File: config.mk
export PLATFORM = sky130hd
export DESIGN_NAME = filt_sched
export DESIGN_NICKNAME = d
export VERILOG_FILES = /design/src/rtl/filt_pkg.sv /design/src/rtl/filt_sample_fifo.sv /design/src/rtl/filt_sched.sv
export SDC_FILE = /design/constraint.sdc
export NUM_CORES = 1
export LEC_CHECK = 0
export BUFFER_PORTS_ARGS = -buffer_cell sky130_fd_sc_hd__buf_2
export CAP_MARGIN = 40
export CORE_MARGIN = 1
export CORE_UTILIZATION = 58
export CTS_CLUSTER_DIAMETER = 120
export DETAILED_ROUTE_END_ITERATION = 6
export PLACE_DENSITY = 0.8
export SETUP_SLACK_MARGIN = 0.5
export SYNTH_ARGS = -nofsm -noshare
export SYNTH_HDL_FRONTEND = slang
export SYNTH_SLANG_ARGS = --single-unit
File: constraint.sdc
create_clock -name clk -period 3.4 [get_ports clk]
set_input_delay 1.02 -clock clk [delete_from_list [all_inputs] [get_ports clk]]
set_output_delay 1.02 -clock clk [all_outputs]
set_load 0.02 [all_outputs]
File: src/rtl/filt_pkg.sv
// Shared definitions for the filter scheduler: filter select codes and the
// sequencer state encoding.
package filt_pkg;

  localparam logic [1:0] FILT_SEL_LPF = 2'b00;
  localparam logic [1:0] FILT_SEL_HPF = 2'b01;
  localparam logic [1:0] FILT_SEL_BPF = 2'b10;
  // Unused code; requests carrying it are dropped.
  localparam logic [1:0] FILT_SEL_INV = 2'b11;

  typedef enum logic [1:0] {
    ST_IDLE  = 2'd0,
    ST_START = 2'd1,
    ST_WAIT  = 2'd2
  } filt_state_e;

endpackage

File: src/rtl/filt_sample_fifo.sv
// Sample buffer between the XADC capture path and the sequencer.
// Synchronous first-word fall-through FIFO: dout_o shows the head entry
// whenever empty_o is low.
//   clk, rst      : clock, synchronous active-high reset
//   push_i/din_i  : write request and data (ignored when full)
//   pop_i         : read request (ignored when empty)
//   full_o/empty_o: occupancy flags
//   dout_o        : head entry
module filt_sample_fifo #(
  parameter int DW = 16,
  parameter int AW = 3
) (
  input  logic          clk,
  input  logic          rst,
  input  logic          push_i,
  input  logic [DW-1:0] din_i,
  input  logic          pop_i,
  output logic          full_o,
  output logic          empty_o,
  output logic [DW-1:0] dout_o
);

  localparam int DEPTH = 1 << AW;

  logic [DW-1:0] mem_q [DEPTH];
  logic [AW-1:0] wr_ptr_q, rd_ptr_q;
  logic [AW:0]   cnt_q;
  logic          do_push, do_pop;

  assign full_o  = (cnt_q == (AW+1)'(DEPTH));
  assign empty_o = (cnt_q == '0);
  assign dout_o  = mem_q[rd_ptr_q];
  assign do_push = push_i && !full_o;
  assign do_pop  = pop_i && !empty_o;

  // Storage carries no reset; only pointers and count define validity.
  always_ff @(posedge clk) begin
    if (do_push) mem_q[wr_ptr_q] <= din_i;
  end

  // Pointers are AW bits wide, so they wrap modulo the depth on their own.
  always_ff @(posedge clk) begin
    if (rst) begin
      wr_ptr_q <= '0;
      rd_ptr_q <= '0;
      cnt_q    <= '0;
    end else begin
      if (do_push) wr_ptr_q <= wr_ptr_q + 1'b1;
      if (do_pop)  rd_ptr_q <= rd_ptr_q + 1'b1;
      case ({do_push, do_pop})
        2'b10:   cnt_q <= cnt_q + 1'b1;
        2'b01:   cnt_q <= cnt_q - 1'b1;
        default: cnt_q <= cnt_q;
      endcase
    end
  end

endmodule

File: src/rtl/filt_sched.sv
// Sample scheduler/sequencer for the FIR filter core. Buffers incoming
// samples, runs one filter pass per sample (start pulse, wait for done),
// and presents each result on a valid/ready output. Filter selection
// changes are applied only while idle so a pass never sees a switch.
//   s_valid/s_ready/s_data  : sample input handshake
//   sel_req/sel_update      : requested filter and its latch strobe
//   filt_start/filt_select/filt_input : drive to the filter core
//   filt_result/filt_done   : filter core response (done is a level)
//   m_valid/m_ready/m_data  : result output handshake
//   busy                    : sequencer active or samples queued
//   timeout_err/clr_err     : sticky timeout flag and its clear
module filt_sched
  import filt_pkg::*;
#(
  parameter int XADC_DATA_SIZE  = 16,
  parameter int FIFO_ADDR_SIZE  = 3,
  parameter int START_PULSE_LEN = 2,
  parameter int TIMEOUT         = 1024,
  parameter int TIMEOUT_SIZE    = 11
) (
  input  logic                      clk,
  input  logic                      rst,
  input  logic                      s_valid,
  output logic                      s_ready,
  input  logic [XADC_DATA_SIZE-1:0] s_data,
  input  logic [1:0]                sel_req,
  input  logic                      sel_update,
  output logic                      filt_start,
  output logic [1:0]                filt_select,
  output logic [XADC_DATA_SIZE-1:0] filt_input,
  input  logic [XADC_DATA_SIZE-1:0] filt_result,
  input  logic                      filt_done,
  output logic                      m_valid,
  input  logic                      m_ready,
  output logic [XADC_DATA_SIZE-1:0] m_data,
  output logic                      busy,
  output logic                      timeout_err,
  input  logic                      clr_err
);

  localparam logic [TIMEOUT_SIZE-1:0] START_LAST = TIMEOUT_SIZE'(START_PULSE_LEN - 1);
  localparam logic [TIMEOUT_SIZE-1:0] TMO_LAST   = TIMEOUT_SIZE'(TIMEOUT - 1);

  filt_state_e               state_q, state_d;
  logic [TIMEOUT_SIZE-1:0]   cnt_q, cnt_d;
  logic                      sel_pend_q, sel_pend_d;
  logic [1:0]                sel_val_q, sel_val_d;
  logic [1:0]                filt_select_q, filt_select_d;
  logic                      filt_start_q, filt_start_d;
  logic [XADC_DATA_SIZE-1:0] filt_input_q, filt_input_d;
  logic                      done_prev_q;
  logic                      done_seen_q, done_seen_d;
  logic                      m_valid_q, m_valid_d;
  logic [XADC_DATA_SIZE-1:0] m_data_q, m_data_d;
  logic                      timeout_err_q, timeout_err_d;

  logic                      fifo_pop, fifo_full, fifo_empty;
  logic [XADC_DATA_SIZE-1:0] fifo_dout;
  logic                      done_rise, sel_strobe, tmo_fire;

  filt_sample_fifo #(
    .DW(XADC_DATA_SIZE),
    .AW(FIFO_ADDR_SIZE)
  ) u_fifo (
    .clk     (clk),
    .rst     (rst),
    .push_i  (s_valid),
    .din_i   (s_data),
    .pop_i   (fifo_pop),
    .full_o  (fifo_full),
    .empty_o (fifo_empty),
    .dout_o  (fifo_dout)
  );

  assign done_rise  = filt_done && !done_prev_q;
  assign sel_strobe = sel_update && (sel_req != FILT_SEL_INV);

  always_comb begin
    state_d       = state_q;
    cnt_d         = cnt_q;
    sel_pend_d    = sel_pend_q;
    sel_val_d     = sel_val_q;
    filt_select_d = filt_select_q;
    filt_start_d  = filt_start_q;
    filt_input_d  = filt_input_q;
    done_seen_d   = done_seen_q;
    m_valid_d     = m_valid_q;
    m_data_d      = m_data_q;
    fifo_pop      = 1'b0;
    tmo_fire      = 1'b0;

    // A newer strobe always overwrites the pending request.
    if (sel_strobe) begin
      sel_pend_d = 1'b1;
      sel_val_d  = sel_req;
    end

    if (m_valid_q && m_ready) m_valid_d = 1'b0;

    case (state_q)
      ST_IDLE: begin
        // Applying a pending select costs one idle cycle and always runs
        // before the next start, so every pass uses the newest selection.
        if (sel_pend_q) begin
          filt_select_d = sel_val_q;
          if (!sel_strobe) sel_pend_d = 1'b0;
        end else if (!fifo_empty && !m_valid_q) begin
          fifo_pop     = 1'b1;
          filt_input_d = fifo_dout;
          filt_start_d = 1'b1;
          done_seen_d  = 1'b0;
          cnt_d        = '0;
          state_d      = ST_START;
        end
      end
      ST_START: begin
        // A fast filter may finish while start is still asserted; keep
        // the edge so WAIT completes immediately.
        if (done_rise) done_seen_d = 1'b1;
        if (cnt_q == START_LAST) begin
          filt_start_d = 1'b0;
          cnt_d        = '0;
          state_d      = ST_WAIT;
        end else begin
          cnt_d = cnt_q + 1'b1;
        end
      end
      ST_WAIT: begin
        if (done_rise || done_seen_q) begin
          m_data_d    = filt_result;
          m_valid_d   = 1'b1;
          done_seen_d = 1'b0;
          state_d     = ST_IDLE;
        end else if (cnt_q == TMO_LAST) begin
          tmo_fire = 1'b1;
          state_d  = ST_IDLE;
        end else begin
          cnt_d = cnt_q + 1'b1;
        end
      end
      default: state_d = ST_IDLE;
    endcase

    // Set beats clear when both land in the same cycle.
    if (tmo_fire)     timeout_err_d = 1'b1;
    else if (clr_err) timeout_err_d = 1'b0;
    else              timeout_err_d = timeout_err_q;
  end

  always_ff @(posedge clk) begin
    if (rst) begin
      state_q       <= ST_IDLE;
      cnt_q         <= '0;
      sel_pend_q    <= 1'b0;
      sel_val_q     <= FILT_SEL_LPF;
      filt_select_q <= FILT_SEL_LPF;
      filt_start_q  <= 1'b0;
      filt_input_q  <= '0;
      done_prev_q   <= 1'b0;
      done_seen_q   <= 1'b0;
      m_valid_q     <= 1'b0;
      m_data_q      <= '0;
      timeout_err_q <= 1'b0;
    end else begin
      state_q       <= state_d;
      cnt_q         <= cnt_d;
      sel_pend_q    <= sel_pend_d;
      sel_val_q     <= sel_val_d;
      filt_select_q <= filt_select_d;
      filt_start_q  <= filt_start_d;
      filt_input_q  <= filt_input_d;
      done_prev_q   <= filt_done;
      done_seen_q   <= done_seen_d;
      m_valid_q     <= m_valid_d;
      m_data_q      <= m_data_d;
      timeout_err_q <= timeout_err_d;
    end
  end

  assign s_ready     = !fifo_full;
  assign filt_start  = filt_start_q;
  assign filt_select = filt_select_q;
  assign filt_input  = filt_input_q;
  assign m_valid     = m_valid_q;
  assign m_data      = m_data_q;
  assign busy        = (state_q != ST_IDLE) || !fifo_empty;
  assign timeout_err = timeout_err_q;

endmodule

After elaboration in Yosys (flattened, before gate mapping). Memory sizes are Yosys's and may differ from the RTL's. A register that Yosys moved wholly into a read port is not among the register bits. Index checks and enable logic that the tools add are counted.

$add $sub $neg: 5. Equal/unequal tests: 16. Mux-type cells: 39. Bitwise gates (word level): 1. Reductions and logical operators: 26.

Operators with widths (number): 11-bit 2-to-1 mux (5); 11-bit one-hot mux with 3 select lines (1); 1-bit 2-to-1 mux (24); 2-bit != test (second input constant) (8); 11-bit by 1-bit adder with 11-bit output (second input constant) (1); 11-bit by 1-bit equality test with 1-bit output (second input constant) (1); 11-bit by 10-bit equality test with 1-bit output (second input constant) (1); 2-bit 2-to-1 mux (5); 5-bit AND reduction (2); 4-bit one-hot mux with 2 select lines (1); 4-bit AND reduction (2); 2-bit nonzero test (4); 3-bit by 1-bit adder with 3-bit output (second input constant) (2); 1-bit logical AND (6); 2-bit one-hot mux with 3 select lines (1); 4-bit by 1-bit adder with 4-bit output (second input constant) (1); 2-bit by 1-bit equality test with 1-bit output (second input constant) (2); 2-bit equality test (second input constant) (2); 4-bit equality test (second input constant) (1); 1-bit logical NOT (4); 4-bit logical NOT (1); 2-bit AND reduction (2); 4-bit by 1-bit subtractor with 4-bit output (second input constant) (1); 3-bit != test (second input constant) (1); 7 further kinds (8).

Bits in registers: 49. RAM bits: 128. Input bits: 41. Output and inout bits: 39. Logic and storage cells: 102. Memories: 1.

Memory list: u_fifo.mem_q (words 8, width 16, rd ports 1, clocked after Yosys merged registers in 1, wr ports 1, line filt_sample_fifo.sv:25) `logic [DW-1:0] mem_q [DEPTH];`.

Longest topological paths before layout.
Word-level depth: 9. Mapped depth: 13. Mapped depth without buffers: 11.

Hierarchy. Synthesis repeated with hierarchy kept, for this count alone.

Cell total of the unflattened synthesis: 551. Area, all modules: 7802.5 um^2.

Modules (own cells, without submodules): filt_sample_fifo (times used 1, cells an instance 259, area each 5516.5 um^2); filt_sched (times used 1, cells an instance 292, area each 2285.9 um^2).

Least setup slack after synthesis. No wires, ideal clock.

Path type: input to register. From: in s_valid. To: mem u_fifo.mem_q[0][0] (enable). Library setup time: 0.430 ns. Data arrival time: 2.746 ns. Data required time: 2.970 ns. Setup slack: 0.224 ns. Cell stages on the path: 2. Cell sequence: nand2_1 > nor4_1.

Word-level cells in the longest chain between the ends: 3.

RTL lines: from (decl) (line filt_sched.sv:23) `input logic s_valid,`; 1-bit logical AND (line filt_sample_fifo.sv:33) `assign do_push = push_i && !full_o;`; 1-bit 2-to-1 mux (line filt_sample_fifo.sv:38) `if (do_push) mem_q[wr_ptr_q] <= din_i;`; 1-bit 2-to-1 mux (implied by the code) (line filt_sample_fifo.sv:38); to (decl) (line filt_sample_fifo.sv:25).

Every way passes these cells.

Worst setup path after layout.
From: reg state_q[0]. To: reg u_fifo.cnt_q[3].

Word-level cells in the longest chain between the ends: 5. Elaborated cells between the ends (all ways): 7. Those cells by class: eq/ne: 2; mux: 2; reduce/logical: 3.

RTL lines: from (decl) (line filt_sched.sv:44) `filt_state_e state_q, state_d;`; from (signal assigned) (line filt_sched.sv:165) `state_q <= state_d;`; 2-bit logical NOT (*) (line filt_sched.sv:100) `case (state_q)`; 1-bit 2-to-1 mux (*) (line filt_sched.sv:100); 1-bit logical AND (*) (line filt_sample_fifo.sv:34) `assign do_pop = pop_i && !empty_o;`; 2-bit by 1-bit equality test with 1-bit output or 2-bit equality test (tied branches) (line filt_sample_fifo.sv:50) `case ({do_push, do_pop})`; 4-bit one-hot mux with 2 select lines or 2-bit nonzero test (tied branches); to (signal assigned) (line filt_sample_fifo.sv:51) `2'b10: cnt_q <= cnt_q + 1'b1;`; to (signal assigned) (line filt_sample_fifo.sv:52) `2'b01: cnt_q <= cnt_q - 1'b1;`; to (signal assigned) (line filt_sample_fifo.sv:53) `default: cnt_q <= cnt_q;`; to (decl) (line filt_sample_fifo.sv:27) `logic [AW:0] cnt_q;`.

Mark *: on every way between the ends. The rest lies on a longest branch, timed or not. A chain may end at the register's enable or synchronous reset.

==> impl_results.md <==
- Status: finished, final reports clean
- Post-synthesis adder-cell area fraction: 0.02246
- Hold WC Path Type: reg -> reg
- Layout Utilization: 0.6988
- CP peak stage delay: 0.35 ns
- Area after DPL: 8284 um^2
- Cts repair resizes: 0
- Clock slew at reported path FFs: 0.07 ns
- Slew at the pin closest to its max-slew limit: 0.7214 ns
- Gate Count Post-Synth: 516
- Power Dens Cells: 714.5 nW/um^2
- Commonest cells after routing, fill and taps aside: 128 x edfxtp_1, 79 x buf_2, 64 x dfxtp_1, 46 x nand2_1, 37 x nor2_1
- CTS tree: yes
- Final ANT Viol Nets: 0
- Port bufs: 79
- Antenna violations before repair: 0
- WL per Instance: 19.51 um
- Setup crit start kind: flip-flop
- Crit-path slowest cell: dfxtp_1
- Setup bufs post-CTS: 0
- Complex-gate fraction of the synthesized area: 0.06045
- Max-slew headroom: 0.5191
- Setup slack, reg-to-reg: 0.62 ns
- Num CTS Buffers: 17
- Final Hold Viols: 0
- Number of synthesized register bits: 193
- M1 GR Usage: 0.2905
- Top cell by count, worst path: ha_1
- Via/cell ratio: 5.846
- Period utilization: 0.8181
- Max VDD drop: 0.4270 mV
- 1st-pass router iterations: 7
- Setup tns final: 0 ns
- Post-synthesis xor/xnor area fraction: 0.01040
- Root buf cell: clkbuf_16
- H-tree depth: 4
- Final Total Pwr: 0.006327 W
- Mean Syn Cell Area: 14.68 um^2
- CP Capture Type: flip-flop
- Drc violations: 0
- Die Width: 116.3 um
- Nets: 660
- Minimum clock period: 2.782 ns
- Skew-Pair Late Insertion Delay: 0.43 ns
- Post-Synthesis Cell Area: 7576 um^2
- Ratio of cells with drive above 1 in the final layout: 0.2763
- Via count: 4624
- Vias in the first global route: 4441
- Setup Crit Path Kind: reg -> reg
- Worst EP arrival: 3.13 ns
- Max FO, Critical Path: 7
- LEAKAGE: 3.063 nW
- Drt total wl: 15440 um
- Syn_nets: 570
- Synth unique cells: 44
- Hold slack: 0.4523 ns
- Final HPWL DP: 9953 um
- Commonest non-fill, non-tap cell in the layout: edfxtp_1
- Gpl congestion: 0.9127
- Io pins: 80
- Max Clk Rate: 359.5 MHz
- Worst Skew: 0.008251 ns
- Critical path, cell by cell: inv_1, ha_1, inv_1, nor4_4, ha_1, ha_1, a21o_2, a21oi_1, xnor2_1, or3_1, a21oi_1
- Max Cap Viol: 0
- Starting Density: 0.5979
- Busiest grt layer: met2
- Clock tree buffer depth: 2
- GR Util met3: 0.07369
- WP data required: 3.75 ns
- GRT overflow: 0
- Largest family of logic cells by synthesized area: multiplexers
- Final Cell Area: 8855 um^2
- Max-slew violations: 0
- First-pass GRT wire length: 23650 um
- Num Clock Sinks: 193
- CP Buf/Inv Count: 2
- CTS Hold Buffers Added: 0
- # diodes: 0
- Simple-gate share of the synthesized area: 0.08621
- Setup violations, final: 0
- Total Routing Usage GR: 0.2458
- Die Area: 13520 um^2
- Area growth, synth to finish: 16.88%
- Register area share after synthesis: 0.6791
- Core area: 12670 um^2
- Die Y-Extent: 116.3 um
- Largest net degree at the start of global routing: 38
- Largest delay contributor family on the critical path: adder cells
- Met2 capacity usage during global routing: 0.4154
- Rows: 41
- Ys Warns: 0
- Mux share of post-synthesis cell area: 0.1216
- DRT iter0 DRCs: 407
- RSZ-0062 raised after global routing: true
worst paths after layout:
path / cells after the start / end / start
max reg2reg: 11 / u_fifo.cnt_q[3]$_SDFFE_PP0P_ / state_q[0]$_SDFFE_PP0P_
max: 11 / u_fifo.cnt_q[3]$_SDFFE_PP0P_ / state_q[0]$_SDFFE_PP0P_
min: 2 / m_data[12]$_SDFFE_PP0P_ / m_data[12]$_SDFFE_PP0P_
min reg2reg: 2 / m_data[12]$_SDFFE_PP0P_ / m_data[12]$_SDFFE_PP0P_
per-stage QoR:
| stage | setup slack (ns) | instances |
|---|---|---|
| after floorplan | 0.5841 | 516 |
| after global placement | 0.5350 | 758 |
| after detailed placement | 0.4092 | 759 |
| after CTS | 0.5707 | 791 |
| after global routing | 0.4428 | 791 |
| final | 0.6184 | 791 |
registers in the layout, summed over array words and instances, names as in the netlist:
signal / flops
m_data: 16
state_q: 2
done_seen_q: 1
u_fifo.mem_q: 128
u_fifo.rd_ptr_q: 3
done_prev_q: 1
sel_pend_q: 1
filt_select: 2
u_fifo.cnt_q: 4
u_fifo.wr_ptr_q: 3
filt_start: 1
m_valid: 1
timeout_err: 1
filt_input: 16
cnt_q: 11
sel_val_q: 2
worst reg2reg max path, cell delays in order, from the launching register on:
cell     delay, ns
dfxtp_1       0.35
inv_1         0.11
ha_1          0.28
inv_1         0.13
nor4_4        0.29
ha_1          0.27
ha_1          0.26
a21o_2        0.21
a21oi_1       0.16
xnor2_1       0.10
or3_1         0.34
a21oi_1       0.19
power by group:
group	total, W	leakage, nW	switching [W]	internal, W
sequential	0.00287	1.69	0.000153	0.00272
clock	0.00187	0.276	0.000852	0.00102
combinational	0.00159	1.10	0.000921	0.000665
synthesized netlist by cell type (all sizes together):
cell       n  area (um^2)
nand2     46        172.7
a21oi     36        180.2
o31a       1        8.760
buf        8        45.04
nor4       9        56.30
or3        7        46.29
nand2b     4        25.02
nor2b      5        31.28
and2       1        6.260
o21a       1        7.510
a22oi      1        7.510
nor2      37        138.9
and3       1        6.260
inv       10        37.54
or4        5        41.29
o41ai      1        8.760
xor2       5        43.79
edfxtp   128         3844
o21bai     1        7.510
a41oi      1        8.760
o21ai      7        35.03
mux2i     20        200.2
mux4      32        720.7
nand4      3        18.77
a211oi    16        120.1
clkbuf    18        67.56
fa         1        20.02
o31ai      5        37.54
nand3     10        50.05
a311o      1        11.26
a2bb2oi    1        8.760
nor3       9        45.04
nand3b     2        15.01
dfxtp     65         1301
ha        12        150.1
xnor2      4        35.03
a21o       2        16.27
per-layer routing:
metal | share of wire | vias to the layer above
li1 | - | 2140
met1 | 0.39 | 2259
met2 | 0.51 | 196
met3 | 0.074 | 29
met4 | 0.026 | 0
met5 | 0 | -
logic make-up (layout without fill, tap and decap cells):
| group | count (synthesis) | count (layout) |
|---|---|---|
| DFF | 193 | 193 |
| and+or+nand+nor | 139 | 139 |
| AOI/OAI and AO/OA | 74 | 74 |
| muxes | 52 | 52 |
| buffers and inverters | 36 | 139 |
| adders and majority gates | 13 | 13 |
| xor gates and xnor gates | 9 | 9 |
final cells by class:
class / instances / area [um^2]
sequential: 193 / 5146
fill: 821 / 3816
multi-input combinational: 287 / 2337
timing repair buffer: 97 / 563.0
clock buffer: 18 / 429.2
tap: 172 / 215.2
clock inverter: 14 / 126.4
inverter: 10 / 37.54
No activity file was read; power rests on OpenSTA's default activity.
